===== src/rtl/vote_session_ctrl_pkg.sv =====
`default_nettype none
// ============================================================================
// Module      : vote_session_ctrl_pkg
// Description : Shared definitions for the voting session controller:
//               FSM state encoding, voter count, default timing constants
//               and a small popcount helper.
// Revision    : 1.0  initial release
// ============================================================================
package vote_session_ctrl_pkg;

  // Session FSM states
  typedef enum logic [1:0] {
    IDLE   = 2'd0,
    VOTING = 2'd1,
    EVAL   = 2'd2,
    RESULT = 2'd3
  } state_t;

  localparam int          c_num_voters          = 5;
  localparam int          c_win_w               = 24;
  localparam int          c_def_deb_cycles      = 20000;
  localparam int unsigned c_def_window_cycles   = 10_000_000;

  // Number of set bits in a voter vector (0..5)
  function automatic logic [2:0] popcount5(input logic [c_num_voters-1:0] v);
    logic [2:0] n;
    n = '0;
    for (int i = 0; i < c_num_voters; i++) begin
      n = n + {2'b00, v[i]};
    end
    return n;
  endfunction

endpackage
`default_nettype wire


===== src/rtl/vote_session_ctrl_key_debounce.sv =====
`default_nettype none
// ============================================================================
// Module      : key_debounce
// Description : Two-flop synchronizer, consecutive-sample debounce counter
//               and rising-edge detector for one raw push button.
// Revision    : 1.0  initial release
// ============================================================================
module key_debounce
  import vote_session_ctrl_pkg::*;
#(
  parameter int DEB_CYCLES = c_def_deb_cycles
) (
  input  logic clk,
  input  logic rst_n,
  input  logic key_raw,
  output logic key_lvl,
  output logic key_rise
);

  // The counter only needs to reach DEB_CYCLES-1; the level flips on that sample.
  localparam int                  c_cnt_w    = (DEB_CYCLES > 1) ? $clog2(DEB_CYCLES) : 1;
  localparam logic [c_cnt_w-1:0]  c_cnt_last = c_cnt_w'(DEB_CYCLES - 1);
  localparam logic [c_cnt_w-1:0]  c_cnt_one  = c_cnt_w'(1);

  logic               r_sync1;
  logic               r_sync2;
  logic               r_lvl;
  logic               r_lvl_prev;
  logic [c_cnt_w-1:0] r_cnt;

  // Bring the asynchronous button into the clock domain
  always_ff @(posedge clk) begin
    if (!rst_n) begin
      r_sync1 <= 1'b0;
      r_sync2 <= 1'b0;
    end else begin
      r_sync1 <= key_raw;
      r_sync2 <= r_sync1;
    end
  end

  // Accept a new level only after DEB_CYCLES consecutive differing samples
  always_ff @(posedge clk) begin
    if (!rst_n) begin
      r_lvl <= 1'b0;
      r_cnt <= '0;
    end else if (r_sync2 == r_lvl) begin
      r_cnt <= '0;
    end else if (r_cnt == c_cnt_last) begin
      r_lvl <= r_sync2;
      r_cnt <= '0;
    end else begin
      r_cnt <= r_cnt + c_cnt_one;
    end
  end

  // Remember the previous debounced level for edge detection
  always_ff @(posedge clk) begin
    if (!rst_n) begin
      r_lvl_prev <= 1'b0;
    end else begin
      r_lvl_prev <= r_lvl;
    end
  end

  assign key_lvl  = r_lvl;
  assign key_rise = r_lvl & ~r_lvl_prev;

endmodule
`default_nettype wire


===== src/rtl/vote_session_ctrl.sv =====
`default_nettype none
// ============================================================================
// Module      : vote_session_ctrl
// Description : Five-voter session controller. Debounces the voter and start
//               keys, runs a bounded voting window, latches yes-votes for the
//               downstream majority voter and holds the resulting verdict and
//               yes-count for display.
// Revision    : 1.0  initial release
// ============================================================================
module vote_session_ctrl
  import vote_session_ctrl_pkg::*;
#(
  parameter int          DEB_CYCLES    = c_def_deb_cycles,
  parameter int unsigned WINDOW_CYCLES = c_def_window_cycles
) (
  input  logic       clk,
  input  logic       rst_n,
  input  logic       start_key,
  input  logic [4:0] key_in,
  input  logic       maj_y,
  output logic [4:0] vote,
  output logic       busy,
  output logic       result_valid,
  output logic       pass,
  output logic [2:0] vote_cnt
);

  // Window counter starts at WINDOW_CYCLES-1 so VOTING lasts at most WINDOW_CYCLES clocks
  localparam logic [c_win_w-1:0] c_win_load = c_win_w'(WINDOW_CYCLES - 1);
  localparam logic [c_win_w-1:0] c_win_one  = c_win_w'(1);
  localparam logic [4:0]         c_all_yes  = 5'b11111;

  state_t             r_state;
  state_t             state_nxt;
  logic [4:0]         r_vote;
  logic [4:0]         vote_nxt;
  logic [c_win_w-1:0] r_win;
  logic [c_win_w-1:0] win_nxt;
  logic               r_pass;
  logic               pass_nxt;
  logic [2:0]         r_vote_cnt;

  logic [4:0]         key_lvl;
  logic [4:0]         key_rise;
  logic               start_lvl;
  logic               start_rise;
  logic [4:0]         w_vote_acc;
  logic               w_unused;

  // One conditioner per voter key
  for (genvar i = 0; i < c_num_voters; i++) begin : g_voter_key
    key_debounce #(
      .DEB_CYCLES (DEB_CYCLES)
    ) u_key_debounce (
      .clk      (clk),
      .rst_n    (rst_n),
      .key_raw  (key_in[i]),
      .key_lvl  (key_lvl[i]),
      .key_rise (key_rise[i])
    );
  end

  key_debounce #(
    .DEB_CYCLES (DEB_CYCLES)
  ) u_start_debounce (
    .clk      (clk),
    .rst_n    (rst_n),
    .key_raw  (start_key),
    .key_lvl  (start_lvl),
    .key_rise (start_rise)
  );

  // Only the edges drive the session; the levels are not needed here
  assign w_unused = ^{key_lvl, start_lvl};

  // Votes including any rise on this cycle, so a last-cycle press still counts
  assign w_vote_acc = r_vote | key_rise;

  // Session state register
  always_ff @(posedge clk) begin
    if (!rst_n) begin
      r_state <= IDLE;
    end else begin
      r_state <= state_nxt;
    end
  end

  // Next-state, datapath next values and status outputs
  always_comb begin
    state_nxt    = r_state;
    vote_nxt     = r_vote;
    win_nxt      = r_win;
    pass_nxt     = r_pass;
    busy         = 1'b0;
    result_valid = 1'b0;
    case (r_state)
      IDLE: begin
        if (start_rise) begin
          state_nxt = VOTING;
          vote_nxt  = '0;
          win_nxt   = c_win_load;
          pass_nxt  = 1'b0;
        end
      end
      VOTING: begin
        busy     = 1'b1;
        vote_nxt = w_vote_acc;
        if (r_win != '0) begin
          win_nxt = r_win - c_win_one;
        end
        if ((r_win == '0) || (w_vote_acc == c_all_yes)) begin
          state_nxt = EVAL;
        end
      end
      EVAL: begin
        // vote has been stable since the last VOTING edge, so maj_y is settled
        pass_nxt  = maj_y;
        state_nxt = RESULT;
      end
      RESULT: begin
        result_valid = 1'b1;
        // A new session clears the votes; a key rise on this same edge is dropped
        if (start_rise) begin
          state_nxt = VOTING;
          vote_nxt  = '0;
          win_nxt   = c_win_load;
          pass_nxt  = 1'b0;
        end
      end
      default: begin
        state_nxt = IDLE;
      end
    endcase
  end

  // Vote, window and verdict registers
  always_ff @(posedge clk) begin
    if (!rst_n) begin
      r_vote <= '0;
      r_win  <= '0;
      r_pass <= 1'b0;
    end else begin
      r_vote <= vote_nxt;
      r_win  <= win_nxt;
      r_pass <= pass_nxt;
    end
  end

  // Yes-count for the display, one clock behind vote
  always_ff @(posedge clk) begin
    if (!rst_n) begin
      r_vote_cnt <= '0;
    end else begin
      r_vote_cnt <= popcount5(r_vote);
    end
  end

  assign vote     = r_vote;
  assign pass     = r_pass;
  assign vote_cnt = r_vote_cnt;

endmodule
`default_nettype wire

===== config.mk =====
export PLATFORM = sky130hd
export DESIGN_NAME = vote_session_ctrl
export DESIGN_NICKNAME = d
export VERILOG_FILES = /design/src/rtl/vote_session_ctrl_pkg.sv /design/src/rtl/vote_session_ctrl_key_debounce.sv /design/src/rtl/vote_session_ctrl.sv
export SDC_FILE = /design/constraint.sdc
export NUM_CORES = 1
export LEC_CHECK = 0
export ABC_CLOCK_PERIOD_IN_PS = 5050
export BUFFER_PORTS_ARGS = -buffer_cell sky130_fd_sc_hd__buf_2
export CAP_MARGIN = 20
export CORE_ASPECT_RATIO = 2
export CORE_MARGIN = 10
export CORE_UTILIZATION = 40
export CTS_CLUSTER_DIAMETER = 40
export DETAILED_ROUTE_END_ITERATION = 16
export SLEW_MARGIN = 20
export SYNTH_ARGS = -nofsm -noshare
export SYNTH_HDL_FRONTEND = slang
export SYNTH_SLANG_ARGS = --single-unit

===== constraint.sdc =====
create_clock -name clk -period 5.05 [get_ports clk]
set_clock_uncertainty 0.2 [all_clocks]
set_input_delay 0.7575 -clock clk [delete_from_list [all_inputs] [get_ports clk]]
set_output_delay 0.7575 -clock clk [all_outputs]
set_load 0.01 [all_outputs]

======== Yosys cells after proc, flatten, opt, wreduce, memory -nomap -nowiden ========
Index checks and enable logic that the tools add are counted.
operators by class
  add/sub/neg operators ................... 11
  equal/unequal tests ..................... 19
  mux-type cells .......................... 12
  bitwise logic cells ..................... 20
  reductions and logical operators ........ 23
operators by type and width
  cell                                                number
  adder 15 x 1 -> 15 bit, second input constant       6
  equality test 15 bit, second input constant         6
  two-way mux 24 bit                                  2
  case mux 24 bit (2 select lines)                    1
  logical NOT 24 bit                                  1
  nonzero test 24 bit                                 1
  subtractor 24 x 1 -> 24 bit, second input constant  1
  AND reduction 2 bit                                 9
  OR reduction 3 bit                                  6
  NOT 1 bit                                           13
  case mux 5 bit (2 select lines)                     1
  adder 3 x 1 -> 3 bit                                2
  AND 1 bit                                           6
  equality test 1 bit                                 6
  case mux 2 bit (3 select lines)                     1
  equality test 5 bit, second input constant          1
  two-way mux 5 bit                                   1
  bitwise OR 5 bit                                    1
  equality test 2 bit, second input constant          2
  two-way mux 2 bit                                   2
  != test 2 bit, second input constant                2
  nonzero test 2 bit                                  2
  adder 2 x 1 -> 3 bit                                1
  two-way mux 1 bit                                   3
  other kinds (8)                                     8
storage, ports and cells
  register bits ........................... 149
  input bits .............................. 9
  output and inout port bits .............. 11
  word-level logic and storage cells ...... 120

======== Logic depth before layout (Yosys ltp) ========
Gate-level depths: netlist of the first run.
  depth in word-level cells ............... 7
  depth in mapped cells ................... 10
  gate-level depth less buffers ........... 7

======== Cells and area by module ========
Synthesis of the first run repeated with hierarchy kept, for this count alone.
unflattened totals
  cell total of the unflattened synthesis .. 712
  area, all modules ....................... 6,741.5 µm²
by module, submodules not included
  module             times used  cells each  area an instance (µm²)  sequential area each (µm²)
  key_debounce       6           84          802.0                   380.4
  vote_session_ctrl  1           208         1,929.4                 700.7

======== Worst setup path after synthesis of the first run ========
No wires, ideal clock.
  path kind ............................... register to register
  start point ............................. register r_win[14]
  end point ............................... register r_win[23]
  setup time .............................. 0.074 ns
  arrival time ............................ 2.360 ns
  data required time ...................... 4.776 ns
  slack ................................... 2.416 ns
  stages on the path, launching flop included .. 6
  path buffers ............................ 0
  clock period less this slack ............ 2.634 ns
  cell sequence ........................... dfxtp_1 > or4_4 > or3_4 > or4_4 > or4_1 > a31oi_1
on the way
  cells in the longest elaborated chain, start to end .. 3
  elaborated cells on any way between the ends .. 6
  those cells by class .................... 1 x add/sub; 1 x eq/ne; 2 x mux; 2 x reduce/logical
RTL lines
  item                                                                     RTL line                                            RTL
  from (decl)                                                              vote_session_ctrl.sv:37                             logic [c_win_w-1:0] r_win;
  from (signal assigned)                                                   vote_session_ctrl.sv:144                            r_win <= win_nxt;
  subtractor 24 x 1 -> 24 bit or nonzero test 24 bit (tied branches)       vote_session_ctrl.sv:109, vote_session_ctrl.sv:108
  two-way mux 24 bit or != test 2 bit (tied branches)                      --
  case mux 24 bit (2 select lines) or AND reduction 3 bit (tied branches)  --
Parallel ways exist; a longest one is shown, timed or not. The select of a mux whose other input is x is not followed.
A chain may end at the register's enable or synchronous reset.

======== Worst setup path in the final report of the first run ========
  start point ............................. register r_state[1]
  end point ............................... register r_win[13]
on the way
  cells in the longest elaborated chain, start to end .. 4
  elaborated cells on any way between the ends .. 9
  those cells by class .................... 4 x eq/ne; 1 x mux; 4 x reduce/logical
RTL lines
  item                                                                           RTL line                 RTL
  from (decl)                                                                    vote_session_ctrl.sv:33  state_t r_state;
  from (signal assigned)                                                         vote_session_ctrl.sv:84  r_state <= state_nxt;
  equality test 2 bit or logical NOT 2 bit (tied branches)                       vote_session_ctrl.sv:96  case (r_state)
  OR reduction 2 bit (no source line)                                            --
  != test 2 x 1 -> 1 bit (no source line) or nonzero test 2 bit (tied branches)  --
  AND reduction 3 bit (no source line)                                           --
Parallel ways exist; a longest one is shown, timed or not.

==> flow_metrics.env, run 1 <==
export IMPL_coreArea_sq_mm=0.0157
export IMPL_fp_dieArea_sq_mm=0.0216
export IMPL_yosysTopAreaCell="dfxtp_1"
export IMPL_io_buffers=19
export IMPL_antennaDiodeCount=0
export IMPL_cts_hold_buf=0
export IMPL_grt_pass1_vias=5197
export IMPL_crit_start="r_state[1]"
export IMPL_synth_commonest_cells="dfxtp_1 (149), nor2_1 (119), xor2_1 (46)"
export IMPL_setup_worst_path_class="reg -> reg"
export IMPL_leakagePower_nw=2.67
export IMPL_routed_wl_mm=13.2
export IMPL_drtIter0Drc=180
export IMPL_ctsLongestPathBuffers=2
export IMPL_synthTopCellsByArea="dfxtp_1 (47%), nor2_1 (7.1%), xor2_1 (6.4%), xnor2_1 (5.1%), nand3_1 (3.1%)"
export IMPL_cts_tree="yes"
export IMPL_cts_htree_levels=4
export IMPL_max_slew_margin_rel_pct=35.8
export IMPL_cts_buffers_inserted=17
export IMPL_tightest_slew_ps=963
export IMPL_cts_resized=0
export IMPL_cts_root_buffer_cell="clkbuf_16"
export IMPL_cap_viol_max_count=0
export IMPL_syn_num_nets=726
export IMPL_synth_main_ff_cell="dfxtp_1"
export IMPL_synth_yosys_warnings=0
export IMPL_slowest_stage="or4b_2"
export IMPL_min_period_over_period_pct=64.0
export IMPL_placed_cells=906
export IMPL_hold_start="g_voter_key[1].u_key_debounce.r_sync1"
export IMPL_globalRouteTotalUtil_pct=13.1
export IMPL_drt_drc_violations_left=0
export IMPL_clk_pin_slew_ps=60
export IMPL_hold_path_class="reg -> reg"
export IMPL_async_reset_ff_share_pct=0
export IMPL_grt_ovfl_total=0
export IMPL_nets=747
export IMPL_path_cells="inv_1 > ha_1 > nor2b_1 > nor2_1 > a21o_1 > or4b_2 > a21oi_1"
export IMPL_yosysSeqAreaShare_pct=47.1
export IMPL_fmaxAchievable_mhz=309
export IMPL_setup_tns_ps=0
export IMPL_wire_per_inst_microns=14.1
export IMPL_place_gp_congestion=0.823
export IMPL_drtAntennaViolNets=0
export IMPL_worstPathArrival_ps=3360
export IMPL_grt_max_degree=41
export IMPL_syn_inst=703
export IMPL_cp_slowest_stage_delay_ps=750
export IMPL_rsz0062_at_grt="false"
export IMPL_synth_edf_count=0
export IMPL_area_growth_pct=14.7
export IMPL_vias_per_cell=5.29
export IMPL_boundaryPins=20
export IMPL_crit_path_max_fanout=36
export IMPL_drive_above_1_share_pct=8.14
export IMPL_grt_pass1_wl_mm=23.1
export IMPL_period_needed_ps=3230
export IMPL_synth_most_common_cell="dfxtp_1"
export IMPL_rows=65
export IMPL_ys_ff_latch=149
export IMPL_synth_top_cell_area_share_pct=47.1
export IMPL_irDropWorstVdd_mv=0.245
export IMPL_r2r_start="r_state[1]"
export IMPL_outcome="complete, no violations"
export IMPL_die_w_microns=109
export IMPL_setup_viol=0
export IMPL_syn_area_sq_mm=0.00633
export IMPL_start_util_pct=40.4
export IMPL_grt_antenna_before_repair=0
export IMPL_clkLatencyLatePin_ps=410
export IMPL_hold_viol=0
export IMPL_dieHeight_microns=198
export IMPL_critPathLaunchType="flop"
export IMPL_power_density_mw_per_mm2=455
export IMPL_syn_area_per_cell_sq_um=9.01
export IMPL_required_ps=5180
export IMPL_final_cells=938
export IMPL_dpl_hpwl_mm=9.53
export IMPL_synth_distinct_cells=49
export IMPL_vias=4960
export IMPL_cts_sinks=149
export IMPL_cts_setup_buffers=0
export IMPL_crit_path_end_kind="flop"
export IMPL_firstDrtPassIters=4
export IMPL_slew_viol_final=0
==> cells by family (layout without fill, tap and decap cells) <==
kind of cell	Yosys count	in the layout	share of synthesized area, %
compound gates	65	65	6.60
buf+inv	38	72	2.31
flops	149	149	47.1
xor+xnor	83	83	11.5
fa+ha+maj	14	14	3.00
simple gates	346	346	28.2
mux	8	8	1.26
==> state kept, by name, summed over array words and instances, names as in the netlist <==
register and flops:
r_win 24, g_voter_key.u_key_debounce.r_lvl_prev 5, g_voter_key.u_key_debounce.r_sync1 5, pass 1, u_start_debounce.r_lvl_prev 1, u_start_debounce.r_sync2 1, u_start_debounce.r_sync1 1, r_state 2
u_start_debounce.key_lvl 1, vote_cnt 3, g_voter_key.u_key_debounce.key_lvl 5, g_voter_key.u_key_debounce.r_cnt 75, vote 5, g_voter_key.u_key_debounce.r_sync2 5, u_start_debounce.r_cnt 15
==> report_power, final <==
part	total (mW)	internal, mW	switching, mW	leakage (nW)
sequential	1.29	1.23	0.0578	1.20
clock	1.37	0.892	0.476	0.311
combinational	0.643	0.231	0.412	1.16
==> cells in the final DEF, fill, tap and decap left out, types with 4 or more instances in the layout <==
master	n
and3_1	19
nand2_1	40
xnor2_1	37
o31ai_1	13
nor4_1	7
or3_1	9
bufinv_16	5
nand3_1	39
inv_1	20
and2_1	25
or4_1	17
clkbuf_16	17
nor3_1	16
a21oi_1	20
dfxtp_1	149
a31oi_1	9
buf_2	19
and4_1	8
nand2b_1	6
mux2i_1	8
nand4_1	20
xor2_1	46
nor4b_1	4
o21ai_0	7
nor2_1	119
ha_1	12
==> final cells by class <==
cell class / instances / area (sq um)
fill: 1503 / 8430
multi-input combinational: 516 / 3200
sequential: 149 / 2980
clock buffer: 20 / 447
tap: 201 / 251
clock inverter: 12 / 201
timing repair buffer: 20 / 103
inverter: 20 / 75.1
==> metal layers <==
layer,part of all wire [%],vias up,track usage [%]
met5,0,-,0
li1,-,2483,-
met1,39,2382,13.0
met3,3.0,29,3.39
met2,55,66,23.9
met4,2.9,0,6.53
==> metrics by stage <==
stage | setup WS [ps] | util (%) | cell area (sq um) | power, mW | hold slack (ps)
floorplan | 2420 | - | 6330 | 1.79 | 212
global placement | 2010 | 42.2 | 6620 | 1.92 | 215
detailed placement | 1850 | 42.2 | 6620 | 1.95 | 229
CTS | 1830 | 46.3 | 7260 | 3.33 | 242
global route | 1590 | 46.3 | 7260 | 3.47 | 260
finish | 1820 | 46.3 | 7260 | 3.30 | 231
==> worst max-delay path, delay by kind of cell (launching register included) <==
kind	cells	cell delay, ps
AND/OR/NAND/NOR	3	1470
flip-flops	1	360
AO/OA/AOI/OAI	2	680
adder cells (fa/ha/maj)	1	350
buffers and inverters	1	70
==> final timing paths <==
path | to | slack [ps] | cells after the start
worst min register to register | g_voter_key[1].u_key_debounce.r_sync2 | 230 | 1
worst max register to register | r_win[13] | 1820 | 7
worst max-delay path | r_win[13] | 1820 | 7
worst min-delay path | g_voter_key[1].u_key_debounce.r_sync2 | 230 | 1
Power figures use the tool's default switching activity.
==> run 2: changes to the inputs <==
Settings changed: ABC_AREA set to 1, ABC_CLOCK_PERIOD_IN_PS 5050 to 2900.
Clock period 5.05 ns to 2.9 ns, I/O delays scaled along.
==> run 2 against run 1 <==
Sequential cell count is the same. Largest power group is now sequential cells. First-iteration DRC count grew 14%. Critical path depth grew 5. Maximum frequency grew 36%. Register-to-register slack lost 1300 ps. Synthesized cell count grew 39%. Total power grew 86%.
==> flow_metrics.env, run 2 <==
export IMPL_cts_setup_buffers=0
export IMPL_async_reset_ff_share_pct=0
export IMPL_cts_root_buffer_cell="clkbuf_16"
export IMPL_fill_cells=1811
export IMPL_worstPathArrival_ps=2540
export IMPL_firstDrtPassIters=4
export IMPL_grt_max_degree=27
export IMPL_cts_sinks=149
export IMPL_synthTopCellsByArea="dfxtp_1 (43%), nand2_1 (11%), nor2_1 (6.7%), inv_1 (6.5%), a21oi_1 (5.5%)"
export IMPL_start_util_pct=40.5
export IMPL_rows=68
export IMPL_synth_distinct_cells=39
export IMPL_drtIter0Drc=206
export IMPL_setup_worst_path_class="reg -> reg"
export IMPL_cap_viol_max_count=0
export IMPL_largestRegisters="g_voter_key.u_key_debounce.r_cnt (75), r_win (24), u_start_debounce.r_cnt (15)"
export IMPL_reg2reg_depth=12
export IMPL_coreArea_sq_mm=0.0172
export IMPL_required_ps=3060
export IMPL_cts_tree="yes"
export IMPL_cts_htree_levels=4
export IMPL_clkLatencyLatePin_ps=420
export IMPL_grt_antenna_before_repair=0
export IMPL_crit_path_max_fanout=23
export IMPL_drtAntennaViolNets=0
export IMPL_clk_pin_slew_ps=60
export IMPL_synth_most_common_cell="nand2_1"
export IMPL_setup_tns_ps=0
export IMPL_tightest_slew_ps=606
export IMPL_routed_wl_mm=15.5
export IMPL_irDropWorstVdd_mv=0.392
export IMPL_cts_buffers_inserted=17
export IMPL_regArea_sq_mm=0.00298
export IMPL_grt_pass1_vias=6037
export IMPL_syn_num_nets=998
export IMPL_largest_reg_flops=75
export IMPL_globalRouteTotalUtil_pct=13.9
export IMPL_syn_area_sq_mm=0.00697
export IMPL_drive_above_1_share_pct=9.06
export IMPL_route_met2_wl_mm=8.58
export IMPL_multi_input_area_sq_mm=0.00341
export IMPL_synth_yosys_warnings=0
export IMPL_syn_inst=975
export IMPL_top_layer="met4"
export IMPL_min_period_over_period_pct=82.0
export IMPL_synth_commonest_cells="nand2_1 (205), dfxtp_1 (149), nor2_1 (125)"
export IMPL_wl_met1_mm=5.83
export IMPL_ctsLongestPathBuffers=2
export IMPL_io_buffers=19
export IMPL_final_common_cell="nand2_1"
export IMPL_synth_edf_count=0
export IMPL_leakagePower_nw=3.07
export IMPL_grt_ovfl_total=0
export IMPL_wire_per_inst_microns=12.7
export IMPL_fmaxAchievable_mhz=420
export IMPL_hold_path_class="in -> reg"
export IMPL_setup_viol=0
export IMPL_nets=1025
export IMPL_synth_top_cell_area_share_pct=42.8
export IMPL_largest_register="g_voter_key.u_key_debounce.r_cnt"
export IMPL_area_growth_pct=12.6
export IMPL_yosysSeqAreaShare_pct=42.8
export IMPL_hold_viol=0
export IMPL_place_gp_congestion=0.878
export IMPL_dpl_hpwl_mm=11.9
export IMPL_hold_depth=3
export IMPL_die_w_microns=113
export IMPL_slew_viol_final=0
export IMPL_rsz0062_at_grt="false"
export IMPL_power_density_mw_per_mm2=782
export IMPL_dieHeight_microns=207
export IMPL_cts_hold_buf=3
export IMPL_drt_drc_violations_left=0
export IMPL_wl_met3_microns=439
export IMPL_vias_per_cell=4.99
export IMPL_synth_main_ff_cell="dfxtp_1"
export IMPL_mostFrequentLayoutCells="nand2_1 (205), dfxtp_1 (149), nor2_1 (125), inv_1 (120), a21oi_1 (76)"
export IMPL_critPathLaunchType="flop"
export IMPL_fp_dieArea_sq_mm=0.0234
export IMPL_boundaryPins=20
export IMPL_vias=6117
export IMPL_outcome="complete, no violations"
export IMPL_antennaDiodeCount=0
export IMPL_crit_path_end_kind="flop"
export IMPL_yosysTopAreaCell="dfxtp_1"
export IMPL_period_needed_ps=2380
export IMPL_grt_pass1_wl_mm=26.6
export IMPL_total_power_mw=6.14
export IMPL_ys_ff_latch=149
export IMPL_syn_area_per_cell_sq_um=7.14
export IMPL_max_slew_margin_rel_pct=59.5
export IMPL_cts_resized=0
run 2: kinds of logic after synthesis:
group,share of synthesized area [%]
adders and majority gates,2.73
DFF,42.8
buffers and inverters,8.26
AOI/OAI and AO/OA,9.36
xor gates and xnor gates,1.76
and+or+nand+nor,35.1
run 2: layout make-up:
class                      count  share of cell area (%)
sequential                   149                    38.0
clock inverter                13                    1.72
multi-input combinational    683                    43.4
timing repair buffer          26                    1.98
inverter                     125                    5.98
clock buffer                  19                    5.52
tap                          210                    3.35
run 2: layer usage:
layer | vias up | track usage, %
li1 | 3219 | -
met1 | 2788 | 12.1
met2 | 71 | 27.4
met3 | 39 | 3.13
met4 | 0 | 8.70
met5 | - | 0
run 2: path summary, 6_finish.rpt:
| kind | start | end | slack [ps] |
|---|---|---|---|
| worst max-delay path | r_state[1] | r_win[11] | 520 |
| worst min register to register | g_voter_key[1].u_key_debounce.r_sync1 | g_voter_key[1].u_key_debounce.r_sync2 | 210 |
| worst max register to register | r_state[1] | r_win[11] | 520 |
| worst min-delay path | key_in[0] | g_voter_key[0].u_key_debounce.r_sync1 | 20 |
run 2: stage by stage:
step / hold WS (ps) / std cells / instance area, sq um / utilization, % / setup slack, ps
after floorplan: 190 / 975 / 6970 / - / 1010
after global placement: 199 / 1190 / 7250 / 42.2 / 617
after detailed placement: 197 / 1190 / 7250 / 42.2 / 526
after CTS: 1.92 / 1225 / 7850 / 45.6 / 496
after global routing: 21.8 / 1225 / 7850 / 45.6 / 229
final: 15.1 / 1225 / 7850 / 45.6 / 521
run 2: power breakdown:
group	switching, mW	internal, mW	leakage [nW]	total (mW)
Sequential	0.0875	2.13	1.20	2.22
Clock	0.862	1.26	0.276	2.12
Combinational	1.17	0.623	1.59	1.80
Total	2.12	4.01	3.07	6.14
run 2: worst max-delay path: stages, from the launching register on:
cell	delay, ps
dfxtp_1	360
inv_1	70
ha_1	350
inv_2	120
nor3_4	190
inv_2	90
nand2_2	90
inv_2	50
nor2_4	480
nand2_1	100
nand2_1	80
inv_1	30
nor2_1	100
==> run 3: changes to the inputs <==
Settings changed: ABC_CLOCK_PERIOD_IN_PS 2900 to 2000.
Clock period 2.9 ns to 2 ns, I/O delays scaled along.
==> run 3 against run 2 <==
Sequential cell count stayed put. Non-clock buffer count is 49 higher. Wire length is 5.4% higher. Maximum frequency is 22% higher. Worst hold slack better by 41 ps. Total power is 55% higher. Die area stayed put. Count of clock-buffer cells in the layout is 2 lower. Combinational power is 68% higher. Sequential share of layout area is 2.4 points lower. Utilization is 3.1 points higher. Largest cell class unchanged.
==> flow_metrics.env, run 3 (same netlist as run 2, synthesis figures left out) <==
export IMPL_routed_wl_mm=16.4
export IMPL_grt_ovfl_total=0
export IMPL_outcome="complete, no violations"
export IMPL_cp_top_family="simple AND/OR/NAND/NOR gates"
export IMPL_power_density_mw_per_mm2=1130
export IMPL_setup_viol=0
export IMPL_clkLatencyLatePin_ps=430
export IMPL_clkPwrFrac_pct=34.2
export IMPL_cts_root_buffer_cell="clkbuf_16"
export IMPL_crit_path_end_kind="flop"
export IMPL_cts_htree_levels=4
export IMPL_setup_worst_path_class="reg -> reg"
export IMPL_wire_per_inst_microns=12.9
export IMPL_firstDrtPassIters=5
export IMPL_seqPwrFrac_pct=33.8
export IMPL_grt_antenna_before_repair=0
export IMPL_hold_viol=0
export IMPL_final_common_cell="nand2_1"
export IMPL_vias=6359
export IMPL_fp_dieArea_sq_mm=0.0234
export IMPL_ctsLongestPathBuffers=2
export IMPL_reg2reg_depth=12
export IMPL_fill_cells=1730
export IMPL_min_period_over_period_pct=97.3
export IMPL_fmaxAchievable_mhz=514
export IMPL_combPwrFrac_pct=32.0
export IMPL_dpl_instance_area_sq_mm=0.00760
export IMPL_die_w_microns=113
export IMPL_drtAntennaViolNets=0
export IMPL_required_ps=2120
export IMPL_leakagePower_nw=3.36
export IMPL_regArea_sq_mm=0.00298
export IMPL_grt_pass1_wl_mm=27.2
export IMPL_irDropWorstVdd_mv=0.535
export IMPL_power_switching_mw=3.36
export IMPL_multi_input_area_sq_mm=0.00344
export IMPL_drt_drc_violations_left=0
export IMPL_p_int_mw=6.12
export IMPL_hold_depth=3
export IMPL_rsz0062_at_grt="true"
export IMPL_period_needed_ps=1950
export IMPL_boundaryPins=20
export IMPL_largest_reg_flops=75
export IMPL_start_util_pct=40.5
export IMPL_nets=1074
export IMPL_area_growth_pct=20.3
export IMPL_place_gp_congestion=0.884
export IMPL_setup_tns_ps=0
export IMPL_cts_buffers_inserted=17
export IMPL_path_cells="inv_2 > ha_4 > inv_4 > nor3_4 > inv_2 > nand2_2 > inv_2 > nor2_4 > buf_12 > nor2_1 > nor2_1 > nor2_1"
export IMPL_max_slew_margin_rel_pct=58.8
export IMPL_globalRouteTotalUtil_pct=14.2
export IMPL_coreArea_sq_mm=0.0172
export IMPL_cp_slowest_stage_delay_ps=350
export IMPL_slew_viol_final=0
export IMPL_io_buffers=19
export IMPL_tightest_slew_ps=614
export IMPL_mostFrequentLayoutCells="nand2_1 (203), dfxtp_1 (148), nor2_1 (123), inv_1 (118), a21oi_1 (75)"
export IMPL_cts_tree="yes"
export IMPL_hold_path_class="in -> reg"
export IMPL_final_cell_area_sq_mm=0.00838
export IMPL_worstPathArrival_ps=2070
export IMPL_crit_path_max_fanout=9
export IMPL_dieHeight_microns=207
export IMPL_crit_buf_inv=5
export IMPL_drtIter0Drc=215
export IMPL_largestRegisters="g_voter_key.u_key_debounce.r_cnt (75), r_win (24), u_start_debounce.r_cnt (15)"
export IMPL_crit_cells=12
export IMPL_grt_max_degree=19
export IMPL_vias_per_cell=4.99
export IMPL_clk_pin_slew_ps=70
export IMPL_slowest_stage="dfxtp_2"
export IMPL_drive_above_1_share_pct=14.0
export IMPL_grt_pass1_vias=6168
export IMPL_dpl_hpwl_mm=12.3
export IMPL_cts_sinks=149
export IMPL_largest_register="g_voter_key.u_key_debounce.r_cnt"
export IMPL_cap_viol_max_count=0
export IMPL_critPathLaunchType="flop"
export IMPL_antennaDiodeCount=0
export IMPL_rows=68
export IMPL_sw_frac_of_total_pct=35.5
## run 3: cell count changes in the layout (fill, tap and decap cells not counted), moves of 4 or more
| cell | delta |
|---|---|
| buf_12 | +5 |
| buf_4 | +37 |
| clkinv_2 | -4 |
| dlygate4sd3_1 | +4 |
| inv_6 | +6 |
## run 3: worst paths after layout
check	start	to	slack (ps)
worst max-delay path	r_state[1]	r_win[17]	50
worst min-delay path	rst_n	g_voter_key[2].u_key_debounce.r_sync1	60
worst max register to register	r_state[1]	r_win[17]	50
worst min register to register	g_voter_key[3].u_key_debounce.r_sync1	g_voter_key[3].u_key_debounce.r_sync2	210
## run 3: routing by layer
metal	global-route usage (%)	routed length (microns)	up-vias
met5	0	0	-
met3	3.96	516	44
met4	7.83	591	0
met1	12.5	6120	2917
li1	-	-	3309
met2	27.7	9150	89
## run 3: power groups by stage
stage | sequential [mW] | clock, mW | combinational (mW)
2_1_floorplan | 3.24 | 0 | 2.10
3_3_place_gp | 3.26 | 0 | 2.86
3_5_place_dp | 3.26 | 0 | 2.88
4_1_cts | 3.20 | 3.33 | 2.90
5_1_grt | 3.22 | 3.45 | 3.41
6_report | 3.21 | 3.24 | 3.03
## run 3: worst register-to-register path: stages (launching register included)
cell     delay [ps]
dfxtp_2         350
inv_2            60
ha_4            280
inv_4            40
nor3_4          200
inv_2            60
nand2_2          80
inv_2            50
nor2_4          180
buf_12          170
nor2_1           50
nor2_1           90
nor2_1           40
## run 3: final cells by class
cell class | count | share of cell area, %
well taps | 210 | 3.14
multi-input cells | 683 | 41.1
inverters | 125 | 5.63
clock inverters | 15 | 2.03
flip-flops and latches | 149 | 35.6
repair buffers | 75 | 7.41
clock buffers | 17 | 5.08
## run 3: stage by stage
step / setup slack, ps / utilization, % / hold WS, ps / total power [mW] / std cells
2_1_floorplan: 109 / - / 190 / 5.34 / 975
3_3_place_gp: 122 / 44.2 / 196 / 6.12 / 1229
3_5_place_dp: 85.1 / 44.2 / 200 / 6.14 / 1229
4_1_cts: 55.9 / 48.1 / 35.8 / 9.43 / 1268
5_1_grt: -69.4 / 48.7 / 76.7 / 10.1 / 1274
6_report: 53.8 / 48.7 / 56.1 / 9.48 / 1274
## run 3: what timing repair did
action	in CTS	in global routing
hold buffers	7	0
hold endpoints to repair	7	0
endpoints found under the setup margin	0	28
buffers inserted	0	5
gates resized for setup	0	14
